**src/rtl/vblank_update_scheduler.sv**
```systemverilog
// vblank_update_scheduler
// Schedules the game-logic update so board state only changes inside vertical
// blanking. Divides frames into game ticks (speed+1 frames per tick), runs a
// req/done handshake with the game logic, and flags updates that are still
// pending when active video resumes.
// Optional feature: define SCHED_WATCHDOG_EN to add a request watchdog that
// abandons a request after WD_CYCLES clocks and raises the sticky wd_fault.
module vblank_update_scheduler #(
    parameter int VA_END    = 479,
    parameter int SCREEN    = 524,
    parameter int SPEED_W   = 4,
    parameter int CNT_W     = 8,
    parameter int WD_CYCLES = 32000
) (
    input  logic               clk,
    input  logic               reset_n,
    input  logic [9:0]         pos_x,
    input  logic [9:0]         pos_y,
    input  logic               enable,
    input  logic [SPEED_W-1:0] speed,
    input  logic               upd_done,
    output logic               upd_req,
    output logic               upd_start,
    output logic               frame_tick,
    output logic               in_vblank,
    output logic               overrun,
    output logic [CNT_W-1:0]   overrun_cnt,
    output logic               wd_fault
);

    typedef enum logic [1:0] {S_IDLE, S_WAIT, S_REQ} state_t;

    // First blanking line; frame geometry without a blanking interval never starts one.
    localparam logic [9:0] VB_LINE = 10'(VA_END + 1);
    localparam bit         GEOM_OK = (VA_END < SCREEN);

    state_t             state;
    logic [SPEED_W-1:0] frame_cnt;
    logic               vb_start;
    logic               vb_end;
    logic               wd_hit;

    function automatic logic [CNT_W-1:0] sat_inc(input logic [CNT_W-1:0] v);
        return (&v) ? v : v + 1'b1;
    endfunction

    assign vb_start = GEOM_OK && (pos_x == 10'd0) && (pos_y == VB_LINE);
    assign vb_end   = (pos_x == 10'd0) && (pos_y == 10'd0);

    // Vertical-blank flag and per-frame tick, both one cycle behind the position.
    always_ff @(posedge clk or negedge reset_n) begin
        if (!reset_n) begin
            in_vblank  <= 1'b0;
            frame_tick <= 1'b0;
        end else begin
            frame_tick <= vb_start;
            if (vb_end)
                in_vblank <= 1'b0;
            else if (vb_start)
                in_vblank <= 1'b1;
        end
    end

`ifdef SCHED_WATCHDOG_EN
    localparam int             WD_W    = (WD_CYCLES > 1) ? $clog2(WD_CYCLES) : 1;
    localparam logic [WD_W-1:0] WD_LAST = WD_W'(WD_CYCLES - 1);

    logic [WD_W-1:0] wd_cnt;

    // A completion arriving on the last allowed cycle still wins over the fault.
    assign wd_hit = (state == S_REQ) && (wd_cnt == WD_LAST) && !upd_done;

    // Request age counter (zero on the first REQ cycle) and sticky fault flag.
    always_ff @(posedge clk or negedge reset_n) begin
        if (!reset_n) begin
            wd_cnt   <= '0;
            wd_fault <= 1'b0;
        end else begin
            if (state == S_REQ)
                wd_cnt <= wd_cnt + 1'b1;
            else
                wd_cnt <= '0;
            if (wd_hit)
                wd_fault <= 1'b1;
        end
    end
`else
    // Without the watchdog a request waits for its completion indefinitely.
    assign wd_hit   = 1'b0;
    assign wd_fault = (WD_CYCLES < 0);
`endif

    // Scheduler FSM: tick division, request handshake and overrun bookkeeping.
    always_ff @(posedge clk or negedge reset_n) begin
        if (!reset_n) begin
            state       <= S_IDLE;
            frame_cnt   <= '0;
            upd_req     <= 1'b0;
            upd_start   <= 1'b0;
            overrun     <= 1'b0;
            overrun_cnt <= '0;
        end else begin
            upd_start <= 1'b0;
            case (state)
                S_IDLE: begin
                    if (enable) begin
                        state     <= S_WAIT;
                        frame_cnt <= '0;
                    end
                end
                S_WAIT: begin
                    if (!enable) begin
                        state <= S_IDLE;
                    end else if (vb_start) begin
                        // >= so a speed decrease below the running count fires at once
                        if (frame_cnt >= speed) begin
                            state     <= S_REQ;
                            upd_req   <= 1'b1;
                            upd_start <= 1'b1;
                            frame_cnt <= '0;
                        end else begin
                            frame_cnt <= frame_cnt + 1'b1;
                        end
                    end
                end
                S_REQ: begin
                    // Active video resumed with the update still pending.
                    if (vb_end) begin
                        overrun     <= 1'b1;
                        overrun_cnt <= sat_inc(overrun_cnt);
                    end
                    if (upd_done) begin
                        upd_req <= 1'b0;
                        state   <= enable ? S_WAIT : S_IDLE;
                    end else if (wd_hit) begin
                        upd_req   <= 1'b0;
                        state     <= S_WAIT;
                        frame_cnt <= '0;
                    end
                end
                default: begin
                    state   <= S_IDLE;
                    upd_req <= 1'b0;
                end
            endcase
        end
    end

endmodule

```
**config.mk**
```make
export PLATFORM = sky130hd
export DESIGN_NAME = vblank_update_scheduler
export DESIGN_NICKNAME = d
export VERILOG_FILES = /design/src/rtl/vblank_update_scheduler.sv
export SDC_FILE = /design/constraint.sdc
export NUM_CORES = 1
export LEC_CHECK = 0
export CORE_MARGIN = 2
export CORE_UTILIZATION = 60
export CTS_CLUSTER_DIAMETER = 50
export CTS_CLUSTER_SIZE = 8
export DETAILED_ROUTE_END_ITERATION = 16
export DONT_BUFFER_PORTS = 1
export GPL_TIMING_DRIVEN = 1
export PLACE_DENSITY = 0.76
export SLEW_MARGIN = 40
export SYNTH_ARGS = -nofsm -noshare
export SYNTH_HDL_FRONTEND = slang
export SYNTH_SLANG_ARGS = --single-unit
export TNS_END_PERCENT = 1
```
**constraint.sdc**
```tcl
create_clock -name clk -period 2.62 [get_ports clk]
set_input_delay 0 -clock clk [delete_from_list [all_inputs] [get_ports clk]]
set_output_delay 0 -clock clk [all_outputs]
set_load 0.01 [all_outputs]
```
=== Word-level counts from Yosys, hierarchy flattened ===
Cells that the tools add are included.

* Register bits after elaboration: 19
* Bits of input ports: 28
* Output and inout port bits: 14
* Logic and storage cells: 59

* Add/subtract/negate cells: 2
* Magnitude comparators: 1
* Equal/unequal tests: 10
* Mux-type cells: 23
* Bitwise gates (word level): 2
* Reductions and logical operators: 13

{| class="wikitable"
|+ Operators by type and width
! cell !! count
|-
| 10-bit zero test || 2
|-
| 4-bit two-way mux || 4
|-
| 1-bit two-way mux || 11
|-
| 10-bit by 9-bit equality test with 1-bit output, second input constant || 1
|-
| 2-bit two-way mux || 5
|-
| 2-bit inequality test, second input constant || 5
|-
| 8-bit by 1-bit adder with 8-bit output, second input constant || 1
|-
| 4-bit one-hot mux with 2 select lines || 1
|-
| 4-bit AND reduction || 2
|-
| 8-bit AND reduction || 1
|-
| 3-bit inequality test, second input constant || 2
|-
| 2-bit one-hot mux with 3 select lines || 1
|-
| 5-bit AND reduction || 1
|-
| 4-bit by 1-bit adder with 4-bit output, second input constant || 1
|-
| 4-bit >= comparator || 1
|-
| 2-bit nonzero test || 2
|-
| 1-bit one-hot mux with 3 select lines || 1
|-
| 3-bit AND reduction || 1
|-
| 2-bit by 1-bit equality test with 1-bit output, second input constant || 1
|-
| 2-bit equality test, second input constant || 1
|-
| 1-bit logical AND || 2
|-
| 2-bit zero test || 1
|-
| 1-bit NOT || 2
|-
| 2-bit AND reduction || 1
|}

=== Logic depth before layout (Yosys ltp) ===
* Depth in word-level cells: 5
* Gate-level depth with buffers: 7
* Depth with buffers taken out: 7

=== Worst setup path before layout ===
No wires, ideal clock.

* Kind: reg2reg
* Start: register frame_cnt[0]
* End: register frame_cnt[3]
* Arrival: 2.001 ns
* Required time: 2.541 ns
* Path slack: 0.540 ns
* Cell stages (with the launch flop): 8
* Path buffers: 0
* Period minus slack after synthesis: 2.080 ns
* Cells stage by stage: dfrtp_1 -> inv_1 -> ha_1 -> nand2b_4 -> a2111o_1 -> and2_4 -> or4b_1 -> mux2i_1

* Word-level cells in the longest chain between the ends: 5
* Elaborated cells between the ends (all ways): 6
* Those cells by class: 1 x add/sub; 1 x order compare; 4 x mux

{| class="wikitable"
|+ Ends and longest elaborated chain
! element !! line !! text
|-
| start, declared || 38 || <nowiki>logic [SPEED_W-1:0] frame_cnt;</nowiki>
|-
| start signal, assigned || 122 || <nowiki>frame_cnt <= frame_cnt + 1'b1;</nowiki>
|-
| 4-bit by 1-bit adder with 4-bit output or 4-bit >= comparator (tied branches) || 122, 116 ||
|-
| 4-bit two-way mux * || 116 || <nowiki>if (frame_cnt >= speed) begin</nowiki>
|-
| 4-bit two-way mux * || 114 || <nowiki>end else if (vb_start) begin</nowiki>
|-
| 4-bit two-way mux * || 112 || <nowiki>if (!enable) begin</nowiki>
|-
| 4-bit one-hot mux with 2 select lines * || 104 || <nowiki>case (state)</nowiki>
|}

Every way passes the cells marked *; elsewhere a longest branch is shown, timed or not. The select of a mux whose other input is x is not followed.
A chain may end at the register's enable or synchronous reset.

=== Worst setup path in the final report ===
Same ends and word-level chain as after synthesis.

==> run_results.csv <==
group,metric,value,unit
sta,period_share,0.843,
clock_tree,cts.reportedPaths.clkPinSlew,0.11,ns
cells_and_area,num_antenna_cells,0,
synthesis,synth_edf_count,0,
global_route,grt_pass1_wl,3400,µm
synthesis,synth_seq_cells,19,
setup_path,path_class,"register to register",
setup_path,start_kind,"register",
synthesis,yosysMostFrequentCell,"dfrtp_1",
drt,drtIter0Drc,12,
synthesis,synth_warnings,0,
global_route,busiest_layer,"met2",
setup_path,path_max_fanout,5,
setup_path,arrival,2.44,ns
sta,fmax,0.453,GHz
hold_path,worstHoldPathType,"primary input to register",
flow_run,cap_violations,0,
floorplan,rows,15,
setup_path,end_kind,"register",
cells_and_area,areaGrowthSynthToFinish,10.7,%
sta,drv_slew,0,
global_route,grt_start_max_net_pins,20,
clock_tree,cts_num_sinks,19,
drt,drtPass1Iterations,4,
sta,hold_viol,0,
setup_path,crit_start,"frame_cnt[0]",
synthesis,avgSynthCellArea,9.56,µm²
drt,post_drt_wl_per_cell,14.4,µm
sta,rsz0062_at_grt,"no",
global_route,grtUsageMet2,0.369,
drt,vias,888,
floorplan,die_width,46.6,µm
synthesis,yosys.area.top_type,"dfrtp_1",
synthesis,seq_area_frac_synth,0.436,
synthesis,syn_area,1090,µm²
synthesis,synth_cell_types,36,
placement,dpl-instance-area,1110,µm²
floorplan,fp.dieArea,2170,µm²
global_route,grt_usage,0.220,
sta,tns,0,ns
global_route,grt_pass1_vias,807,
sta,finalSetupViolations,0,
clock_tree,clockBufferDepth,2,
global_route,grt.met3_usage,0.0431,
sta,period_minus_slack,2.21,ns
floorplan,coreArea,1730,µm²
clock_tree,cts_tree,"built",
placement,gp_congestion,0.830,
sta,fin_worst_skew,0.00374,ns
synthesis,synth_top_area_share,0.436,
global_route,met1_usage,0.287,
floorplan,die_h,46.6,µm
global_route,antenna_found_initial,0,
clock_tree,ctsRootBufferMaster,"clkbuf_4",
pwr,vdd_drop_max,0.335,mV
global_route,grt_overflow,0,
drt,remaining_drc_errors,0,
setup_path,rr_startpoint,"frame_cnt[0]",
synthesis,async_flop_share,1.00,
synthesis,synth_common_cells,"19 x dfrtp_1, 10 x inv_1, 9 x nand2_1, 9 x nor2_1, 7 x o21ai_0",
drt,vias_per_cell,5.96,
synthesis,netlist_top_cells_area,"dfrtp_1 44%, ha_1 6.9%, inv_1 3.4%, o21ai_0 3.2%, xor2_1 3.2%",
setup_path,rrSetupSlack,0.41,ns
drt,ant_nets,0,
cells_and_area,nNetsFinal,159,
placement,io_buffers,0,
clock_tree,cts_buffers,3,
clock_tree,insertion_delay,0.30,ns
pwr,total_leakage_power,0.000593,µW
pwr,powerDensity,436,nW/µm²
setup_path,crit_end,"frame_cnt[3]",
status,status,"finished clean",
clock_tree,htree_levels,1,
synthesis,syn_nets,148,
drt,drt_wl_total,2150,µm
placement,hpwl,1600,µm
setup_path,reg2regPathDepth,7,
cells_and_area,fillCellCount,134,
setup_path,worstPathRequired,2.85,ns
setup_path,r2r_end,"frame_cnt[3]",
synthesis,synth_ff_type,"dfrtp_1",
floorplan,start_util,0.631,
cells_and_area,stdcell_area,1210,µm²
synthesis,synthCells,114,
cells_and_area,drive_gt1_frac,0.113,
floorplan,ios,42,
## area by class of cell
type,instances,area [µm²],area share
Tap cell,25,31.3,0.0259
Multi-Input combinational cell,84,569,0.472
Timing Repair Buffer,7,65.1,0.0539
Clock buffer,3,22.5,0.0187
Clock inverter,1,5.00,0.00415
Inverter,10,37.5,0.0311
Sequential cell,19,475,0.394
## worst min-delay path by stage
| stage | to | slack, ns | from | depth (start not counted) |
|---|---|---|---|---|
| 3_3_place_gp | frame_cnt[3] | -0.30 | reset_n | 0 |
| 4_1_cts | frame_cnt[2] | 0.02 | pos_y[5] | 4 |
| 6_report | overrun_cnt[0] | 0.03 | pos_y[8] | 3 |
| 3_5_place_dp | frame_cnt[3] | -0.30 | reset_n | 0 |
| 2_1_floorplan | frame_cnt[0] | -0.30 | reset_n | 0 |
| 5_1_grt | overrun_cnt[0] | 0.03 | pos_y[8] | 3 |
## flip-flops by register name, indices dropped and copies added (netlist names)
register / flops
upd_req: 1
overrun: 1
upd_start: 1
state: 2
frame_cnt: 4
in_vblank: 1
frame_tick: 1
overrun_cnt: 8
## per-stage QoR
step	hold WS [ns]	setup WS [ns]	total power [µW]	std cells	util
2_1_floorplan	-0.296	0.540	361	114	-
3_5_place_dp	-0.295	0.447	369	138	0.645
6_report	0.0255	0.411	526	149	0.699
5_1_grt	0.0290	0.291	554	149	0.699
4_1_cts	0.0197	0.420	532	148	0.696
3_3_place_gp	-0.295	0.498	367	138	0.645
## repair_timing
action | 4_1_cts | 5_1_grt
resized for setup | 0 | 0
hold endpoints to repair | 25 | 19
hold buffers | 6 | 1
setup buffers | 0 | 0
## metal layers
layer  wire [µm]  part of all wire
met5           0                 0
met4           8            0.0037
met3         149             0.069
met2        1010              0.47
met1         977              0.45
## cell usage in the layout, fill, tap and decap left out, drive strengths merged
cell type and n:
clkinv 1, inv 10, o41ai 1, ha 6, or4b 1, dlygate4sd3 6
xor2 4, dfrtp 19, nor4 4, o21a 1, nand4 3, nand3b 1
buf 1, nand2 9, a21o 2, a31oi 1, or2b 1, xnor2 2
o21ai 7, mux2 2, and3 3, a211oi 1, and2 2, nor2 9
o2111ai 1, a2111o 1, o221a 1, nor3 4, mux2i 1, nand3 6
o211ai 1, and4 1, a21oi 6, clkbuf 3, conb 1, nand2b 1
## power by group
part / total, µW / internal (µW) / switching [µW]
clock: 150 / 56.8 / 92.7
combinational: 67.2 / 32.7 / 34.5
sequential: 309 / 300 / 9.19
## critical path, stage by stage, from the launching register on
cell	delay, ns
dfrtp_1	0.43
inv_1	0.06
ha_1	0.26
nand2b_4	0.13
a2111o_1	0.44
and2_4	0.17
or4b_1	0.50
mux2i_1	0.13
## logic make-up (layout without fill, tap and decap cells)
logic type | Yosys count | count (layout) | synth area share
fa+ha+maj | 6 | 6 | 0.0689
flops | 19 | 19 | 0.436
buf+inv | 11 | 21 | 0.0413
compound gates | 23 | 23 | 0.142
mux | 3 | 3 | 0.0298
xor+xnor | 6 | 6 | 0.0482
simple gates | 45 | 45 | 0.230
other cells | 1 | 1 | 0.00344
No activity file was read; power rests on OpenSTA's default activity.
